<file path="config.mk">
export PLATFORM = sky130hd
export DESIGN_NAME = axis_insert_header_mb
export DESIGN_NICKNAME = d
export VERILOG_FILES = /design/src/rtl/axis_insert_header_mb.sv
export SDC_FILE = /design/constraint.sdc
export NUM_CORES = 1
export LEC_CHECK = 0
export BUFFER_PORTS_ARGS = -buffer_cell sky130_fd_sc_hd__buf_2
export CAP_MARGIN = 20
export CORE_UTILIZATION = 30
export CTS_CLUSTER_SIZE = 14
export DETAILED_ROUTE_END_ITERATION = 8
export GPL_TIMING_DRIVEN = 0
export PLACE_DENSITY = 0.48
export SYNTH_ARGS = -nofsm -noshare
export SYNTH_HDL_FRONTEND = slang
export SYNTH_SLANG_ARGS = --single-unit
export TNS_END_PERCENT = 50
</file>
<file path="constraint.sdc">
create_clock -name clk -period 4 [get_ports clk]
set_clock_uncertainty 0.15 [all_clocks]
set_input_delay 0.4 -clock clk [delete_from_list [all_inputs] [get_ports clk]]
set_output_delay 0.4 -clock clk [all_outputs]
set_load 0.01 [all_outputs]
</file>
<file path="src/rtl/axis_insert_header_mb.sv">
// Prepends a multi-beat header packet (s00) to a payload packet (s01). Bytes are
// realigned into a dense output stream (m) held in a single output register stage.
module axis_insert_header_mb #(
  parameter int unsigned DATA_WD      = 32,
  parameter int unsigned DATA_BYTE_WD = DATA_WD / 8,
  parameter int unsigned CNT_WD       = 16
) (
  input  logic                    clk,
  input  logic                    rst,
  input  logic                    s00_axis_tvalid,
  input  logic [DATA_WD-1:0]      s00_axis_tdata,
  input  logic [DATA_BYTE_WD-1:0] s00_axis_tkeep,
  input  logic                    s00_axis_tlast,
  output logic                    s00_axis_tready,
  input  logic                    s01_axis_tvalid,
  input  logic [DATA_WD-1:0]      s01_axis_tdata,
  input  logic [DATA_BYTE_WD-1:0] s01_axis_tkeep,
  input  logic                    s01_axis_tlast,
  output logic                    s01_axis_tready,
  output logic                    m_axis_tvalid,
  output logic [DATA_WD-1:0]      m_axis_tdata,
  output logic [DATA_BYTE_WD-1:0] m_axis_tkeep,
  output logic                    m_axis_tlast,
  input  logic                    m_axis_tready,
  output logic [CNT_WD-1:0]       pkt_cnt
);

  localparam int unsigned KW = $clog2(DATA_BYTE_WD + 1);

  typedef enum logic [1:0] {IDLE, HDR, DATA, FLUSH} state_t;

  // Keep vector with the n most significant lanes set (n may equal DATA_BYTE_WD).
  function automatic logic [DATA_BYTE_WD-1:0] msb_mask(input logic [KW:0] n);
    return ~({DATA_BYTE_WD{1'b1}} >> n);
  endfunction

  function automatic logic [DATA_WD-1:0] lane_mask(input logic [DATA_BYTE_WD-1:0] keep);
    logic [DATA_WD-1:0] msk;
    msk = '0;
    for (int i = 0; i < int'(DATA_BYTE_WD); i++) msk[8*i +: 8] = {8{keep[i]}};
    return msk;
  endfunction

  state_t               state, state_nxt;
  logic [DATA_WD-1:0]   r, r_nxt;
  logic [KW-1:0]        k, k_nxt;
  logic [KW-1:0]        k_in, m_in;
  logic [KW:0]          sum;
  logic                 out_free, s00_fire, s01_fire, fits;
  logic [DATA_WD-1:0]   first_data, r_load, pay, src;
  logic [2*DATA_WD-1:0] cat;
  logic                 load_c, o_last;
  logic [DATA_WD-1:0]   o_data;
  logic [DATA_BYTE_WD-1:0] o_keep;

  assign out_free        = !m_axis_tvalid || m_axis_tready;
  assign s00_axis_tready = !rst && (state == IDLE || (state == HDR && out_free));
  assign s01_axis_tready = !rst && state == DATA && out_free;
  assign s00_fire        = s00_axis_tvalid && s00_axis_tready;
  assign s01_fire        = s01_axis_tvalid && s01_axis_tready;

  // Byte counts of the header first beat and the payload last beat.
  always_comb begin
    k_in = '0;
    m_in = '0;
    for (int i = 0; i < int'(DATA_BYTE_WD); i++) begin
      k_in = k_in + KW'(s00_axis_tkeep[i]);
      m_in = m_in + KW'(s01_axis_tkeep[i]);
    end
  end

  // Residual bytes R sit left-aligned in r; the incoming beat is appended right after them.
  assign first_data = s00_axis_tdata & lane_mask(s00_axis_tkeep);
  assign r_load     = first_data << {KW'(DATA_BYTE_WD) - k_in, 3'b000};
  assign pay        = s01_axis_tlast ? (s01_axis_tdata & lane_mask(s01_axis_tkeep)) : s01_axis_tdata;
  assign src        = (state == HDR) ? s00_axis_tdata : pay;
  assign cat        = {r, DATA_WD'(0)} | ({src, DATA_WD'(0)} >> {k, 3'b000});
  assign sum        = {1'b0, k} + {1'b0, m_in};
  assign fits       = sum <= (KW + 1)'(DATA_BYTE_WD);

  always_ff @(posedge clk) begin
    if (rst) state <= IDLE;
    else     state <= state_nxt;
  end

  always_comb begin
    state_nxt = state;
    case (state)
      IDLE:    if (s00_fire) state_nxt = s00_axis_tlast ? DATA : HDR;
      HDR:     if (s00_fire && s00_axis_tlast) state_nxt = DATA;
      DATA:    if (s01_fire && s01_axis_tlast) state_nxt = fits ? IDLE : FLUSH;
      FLUSH:   if (out_free) state_nxt = IDLE;
      default: state_nxt = IDLE;
    endcase
  end

  always_comb begin
    load_c = 1'b0;
    o_data = '0;
    o_keep = '0;
    o_last = 1'b0;
    r_nxt  = r;
    k_nxt  = k;
    case (state)
      IDLE: if (s00_fire) begin
        r_nxt = r_load;
        k_nxt = k_in;
      end
      HDR: if (s00_fire) begin
        load_c = 1'b1;
        o_data = cat[2*DATA_WD-1 -: DATA_WD];
        o_keep = '1;
        r_nxt  = cat[DATA_WD-1:0];
      end
      DATA: if (s01_fire) begin
        load_c = 1'b1;
        o_data = cat[2*DATA_WD-1 -: DATA_WD];
        if (s01_axis_tlast && fits) begin
          o_keep = msb_mask(sum);
          o_last = 1'b1;
        end else begin
          o_keep = '1;
          r_nxt  = cat[DATA_WD-1:0];
          if (s01_axis_tlast) k_nxt = KW'(sum - (KW + 1)'(DATA_BYTE_WD));
        end
      end
      FLUSH: if (out_free) begin
        load_c = 1'b1;
        o_data = r;
        o_keep = msb_mask({1'b0, k});
        o_last = 1'b1;
      end
      default: ;
    endcase
  end

  // Residual buffer, output register and packet counter.
  always_ff @(posedge clk) begin
    if (rst) begin
      r             <= '0;
      k             <= '0;
      m_axis_tvalid <= 1'b0;
      m_axis_tdata  <= '0;
      m_axis_tkeep  <= '0;
      m_axis_tlast  <= 1'b0;
      pkt_cnt       <= '0;
    end else begin
      r <= r_nxt;
      k <= k_nxt;
      if (out_free) begin
        m_axis_tvalid <= load_c;
        m_axis_tdata  <= o_data;
        m_axis_tkeep  <= o_keep;
        m_axis_tlast  <= o_last;
      end
      if (m_axis_tvalid && m_axis_tready && m_axis_tlast) pkt_cnt <= pkt_cnt + CNT_WD'(1);
    end
  end

endmodule

</file>
# After elaboration in Yosys (flattened, before gate mapping)

Index checks and enable logic that the tools add are counted.

Equality and inequality tests: 11
$add $sub $neg: 10
Magnitude comparators: 1
Bitwise logic cells: 5
Mux-type cells: 32
Shifts and indexed selects: 4
Reduce and logical (&&, ||, !) cells: 21

Operators by type and width:

| kind                    | number |
|---|---|
| $mux W32                | 8 |
| $pmux W32 S3            | 2 |
| $and A32 B32 Y32        | 2 |
| $or A64 B64 Y64         | 1 |
| $shr A64 B6 Y64         | 1 |
| $shl A32 B6 Y32         | 1 |
| $add A16 B1 Y16 const B | 1 |
| $mux W2                 | 6 |
| $mux W3                 | 4 |
| $mux W4                 | 3 |
| $ne A2 B2 Y1 const B    | 6 |
| $pmux W4 S3             | 1 |
| $logic_and A1 B1 Y1     | 11 |
| $reduce_and A5 Y1       | 2 |
| $not A4 Y4              | 2 |
| $pmux W2 S4             | 1 |
| $add A2 B1 Y3           | 2 |
| $add A3 B1 Y3           | 2 |
| $pmux W3 S2             | 1 |
| $add A1 B1 Y2           | 2 |
| $add A3 B3 Y4           | 1 |
| $eq A2 B2 Y1 const B    | 2 |
| $le A4 B3 Y1 const B    | 1 |
| $mux W1                 | 4 |
| other kinds (14)        | 17 |

Bits of input ports: 79
Output and inout bits: 56
Register bits: 91
Logic and storage cells: 92

# Depth between registers and ports, before layout

Depth after elaboration: 9
Depth in mapped cells: 13
Mapped depth without buffers: 10

# Worst setup path after synthesis

Ideal clock, no wire load.

Path kind: in2reg
Start: input s00_axis_tkeep[0]
End: register r[1]
Path buffers: 4
Stages on the path: 11
Slack: 0.707 ns
Arrival: 3.054 ns
Library setup time: 0.089 ns
Required time: 3.761 ns
Path through: fa_1 ha_1 buf_2 inv_2 buf_2 ha_1 clkbuf_1 clkbuf_1 nor4b_2 a22oi_1 a311oi_2

Longest elaborated chain between the ends: 7
Elaborated cells between the ends (all ways): 8
Those cells by class: add/sub: 4; shift: 1; mux: 2; bitwise: 1

RTL lines:

| what                 | line | RTL |
|---|---|---|
| start, declared      | 12   | `input logic [DATA_BYTE_WD-1:0] s00_axis_tkeep,` |
| $add A1 B1 Y2        | 67   | `k_in = k_in + KW'(s00_axis_tkeep[i]);` |
| $add A2 B1 Y3        | 67   |  |
| $add A3 B1 Y3        | 67   |  |
| $sub A3 B3 Y3        | 74   | `assign r_load = first_data << {KW'(DATA_BYTE_WD) - k_in, 3'b000};` |
| $shl A32 B6 Y32 *    | 74   |  |
| $mux W32 *           | 105  | `IDLE: if (s00_fire) begin` |
| $pmux W32 S3 *       | 104  | `case (state)` |
| end signal, assigned | 148  | `r <= r_nxt;` |
| end, declared        | 45   | `logic [DATA_WD-1:0] r, r_nxt;` |

Mark *: on every way between the ends. The rest lies on a longest branch, timed or not. The select of a mux whose other input is x is not followed.
A chain may end at the register's enable or synchronous reset.

# Final worst setup path

Start: input s00_axis_tkeep[0]
End: register r[26]

Same word-level chain as after synthesis.

==> run metrics <==
layout cells sized above 1 26.6%; beginning of the worst hold path s00_axis_tlast; crit end category flop; Startpoint Class input pin; Worst VDD drop 209 uV; library cells used by synthesis 64; clk_lat worst skew 0.36 ns; yosys warns 0; Fin. Hold Viols 0; syn_nets 900; Synth Instances 808; fillers 2374; Setup TNS Final 0 ns; CTS resizes 0; synthesized flop and latch total 91; All-Layer GR Usage 24.8%; most frequent cells in the layout buf_2, dfxtp_1, nand2_1; synth-to-layout area growth 20.1%; post-synth top area share 27.5%; number of global-route vias before repair 6587; I/O Pins 135; CP max FO 10; post-CTS setup buffer count 0; DP Wirelength 22.5 mm; sequential share of the synthesized area 27.5%; commonest non-fill, non-tap cell in the layout buf_2; Crit Path Class in2reg; top area cells in the synthesized netlist dfxtp_1, mux2i_1, a311oi_2, a21oi_1, nand2_1; Buffers on Ports 132; R2R Path Start k[1]$_SDFFE_PP0P_; CTS Sinks 91; MaxCap Viol Count 0; EDFF count, synth 0; post-route minimum period 3.76 ns; detailed router's first-iteration violation count 612; cts bufs inserted 9; row cnt 54; dominant register cell in the synthesized netlist dfxtp_1; initial antenna violation count 0; post-cts hold buffer count 0; CP startpoint s00_axis_tkeep[0]; outcome finished clean; multi-input gate area in the final layout 4390 um^2; fmax 0.266 GHz; H-tree Lvls 3; fraction of registers with async set/reset 0%; die height 151 um; drt total wl 28.0 mm; first-pass GRT wire length 41.4 mm; via/cell ratio 5.75; Hold Path Class in2reg; storage element area 1820 um^2; Final nets 1043; Mean Syn Cell Area 8.21 um^2; largest net degree at the start of global routing 17; Die X 151 um; root buf cell clkbuf_16; initial core utilization 30.5%; Diodes inserted 0; Detailed Routing Iterations Pass 1 5; PD cells 654 nW/um^2; Critical Path RT 4.05 ns; routed vias 7108; mapped cell area 6640 um^2; largest area contributor in the netlist dfxtp_1; CTS Buffer Depth 2; Slew Limit Fails 0; cell area after layout 7970 um^2; unrepaired setup endpoints after global routing false; Antenna Nets Post-Route 0; final setup fails 0; TritonCTS clock tree done; worst-margin pin slew 1.13 ns; WL per Instance 22.7 um; fin crit share 94.1%; GR Overflow Total 0; Placeable Area 21800 um^2; Post-DP Area 7650 um^2; Slew headroom 24.3%; die area 22700 um^2; global placer's final weighted congestion 0.990; Critical Path AT 3.81 ns; clock-pin slew on the worst setup and hold paths 0.08 ns; leakage power 0.00310 uW; DRC viols 0
## cell families after synthesis
| logic type | share of synthesized area [%] |
|---|---|
| compound gates | 35.7 |
| simple gates | 19.1 |
| flops | 27.5 |
| buf+inv | 6.39 |
| mux | 6.49 |
| xor+xnor | 1.98 |
| fa+ha+maj | 2.90 |
## area by class of cell
type	instances	share of cell area [%]
Timing Repair Buffer	132	8.29
Tap cell	280	4.40
Buffer	77	4.71
Clock inverter	5	0.848
Multi-Input combinational cell	627	55.1
Inverter	13	0.612
Sequential cell	91	22.9
Clock buffer	11	3.17
## where the power goes
group	internal, uW	switching [uW]
Clock	529	391
Combinational	1050	2060
Sequential	1070	109
Total	2650	2560
## flip-flops by register name, summed over array words and instances (netlist names)
signal and count:
m_axis_tdata 32, r 32, pkt_cnt 16, m_axis_tkeep 4, k 3, state 2, m_axis_tlast 1, m_axis_tvalid 1
## stage by stage
step | total power, uW | hold slack, ns | std cells | util [%] | worst slack, ns
2_1_floorplan | 3270 | 0.286 | 808 | - | 0.707
3_3_place_gp | 4250 | 0.284 | 1220 | 35.2 | -0.0193
3_5_place_dp | 4220 | 0.290 | 1220 | 35.2 | -0.00152
4_1_cts | 5170 | 0.215 | 1236 | 36.6 | 0.372
5_1_grt | 5480 | 0.270 | 1236 | 36.6 | 0.143
6_report | 5210 | 0.234 | 1236 | 36.6 | 0.235
## Yosys cell counts, drive strengths merged, types with 4 or more instances
cell type and count:
a211oi 19, a21oi 68, a221oi 17, a22oi 41, a2bb2oi 9, a311oi 39, a31oi 29, and2 26
and3 18, buf 44, clkbuf 33, dfxtp 91, fa 4, ha 9, inv 13, mux2i 43
nand2 90, nand2b 13, nand3 33, nand4 4, nor2 38, nor2b 12, nor3 8, o211ai 7
o21ai 43, o22ai 15, xnor2 5, xor2 10
## routing by layer
| metal | up-vias | global-route usage, % | share of wire, % |
|---|---|---|---|
| met2 | 348 | 36.5 | 42 |
| met5 | - | 0 | 0 |
| met3 | 35 | 4.45 | 7.8 |
| met1 | 3379 | 36.0 | 48 |
| li1 | 3346 | - | - |
| met4 | 0 | 7.65 | 2.2 |
## worst max-delay path: stages
cell	delay (ns)
buf_2	0.12
fa_1	0.47
ha_1	0.28
buf_2	0.19
inv_2	0.12
buf_2	0.21
ha_1	0.29
clkbuf_1	0.36
clkbuf_1	0.45
a311oi_1	0.20
a221oi_1	0.58
a211oi_2	0.15
## final timing paths
| check | endpoint | slack [ns] | cells after the start |
|---|---|---|---|
| hold / removal | state[0]$_SDFFE_PP0P_ | 0.23 | 3 |
| setup / recovery | r[26]$_SDFFE_PP0P_ | 0.24 | 12 |
| setup reg to reg | r[8]$_SDFFE_PP0P_ | 0.67 | 9 |
| hold reg to reg | m_axis_tdata[19]$_SDFFE_PP0N_ | 0.29 | 2 |
No activity file was read; power rests on OpenSTA's default activity.
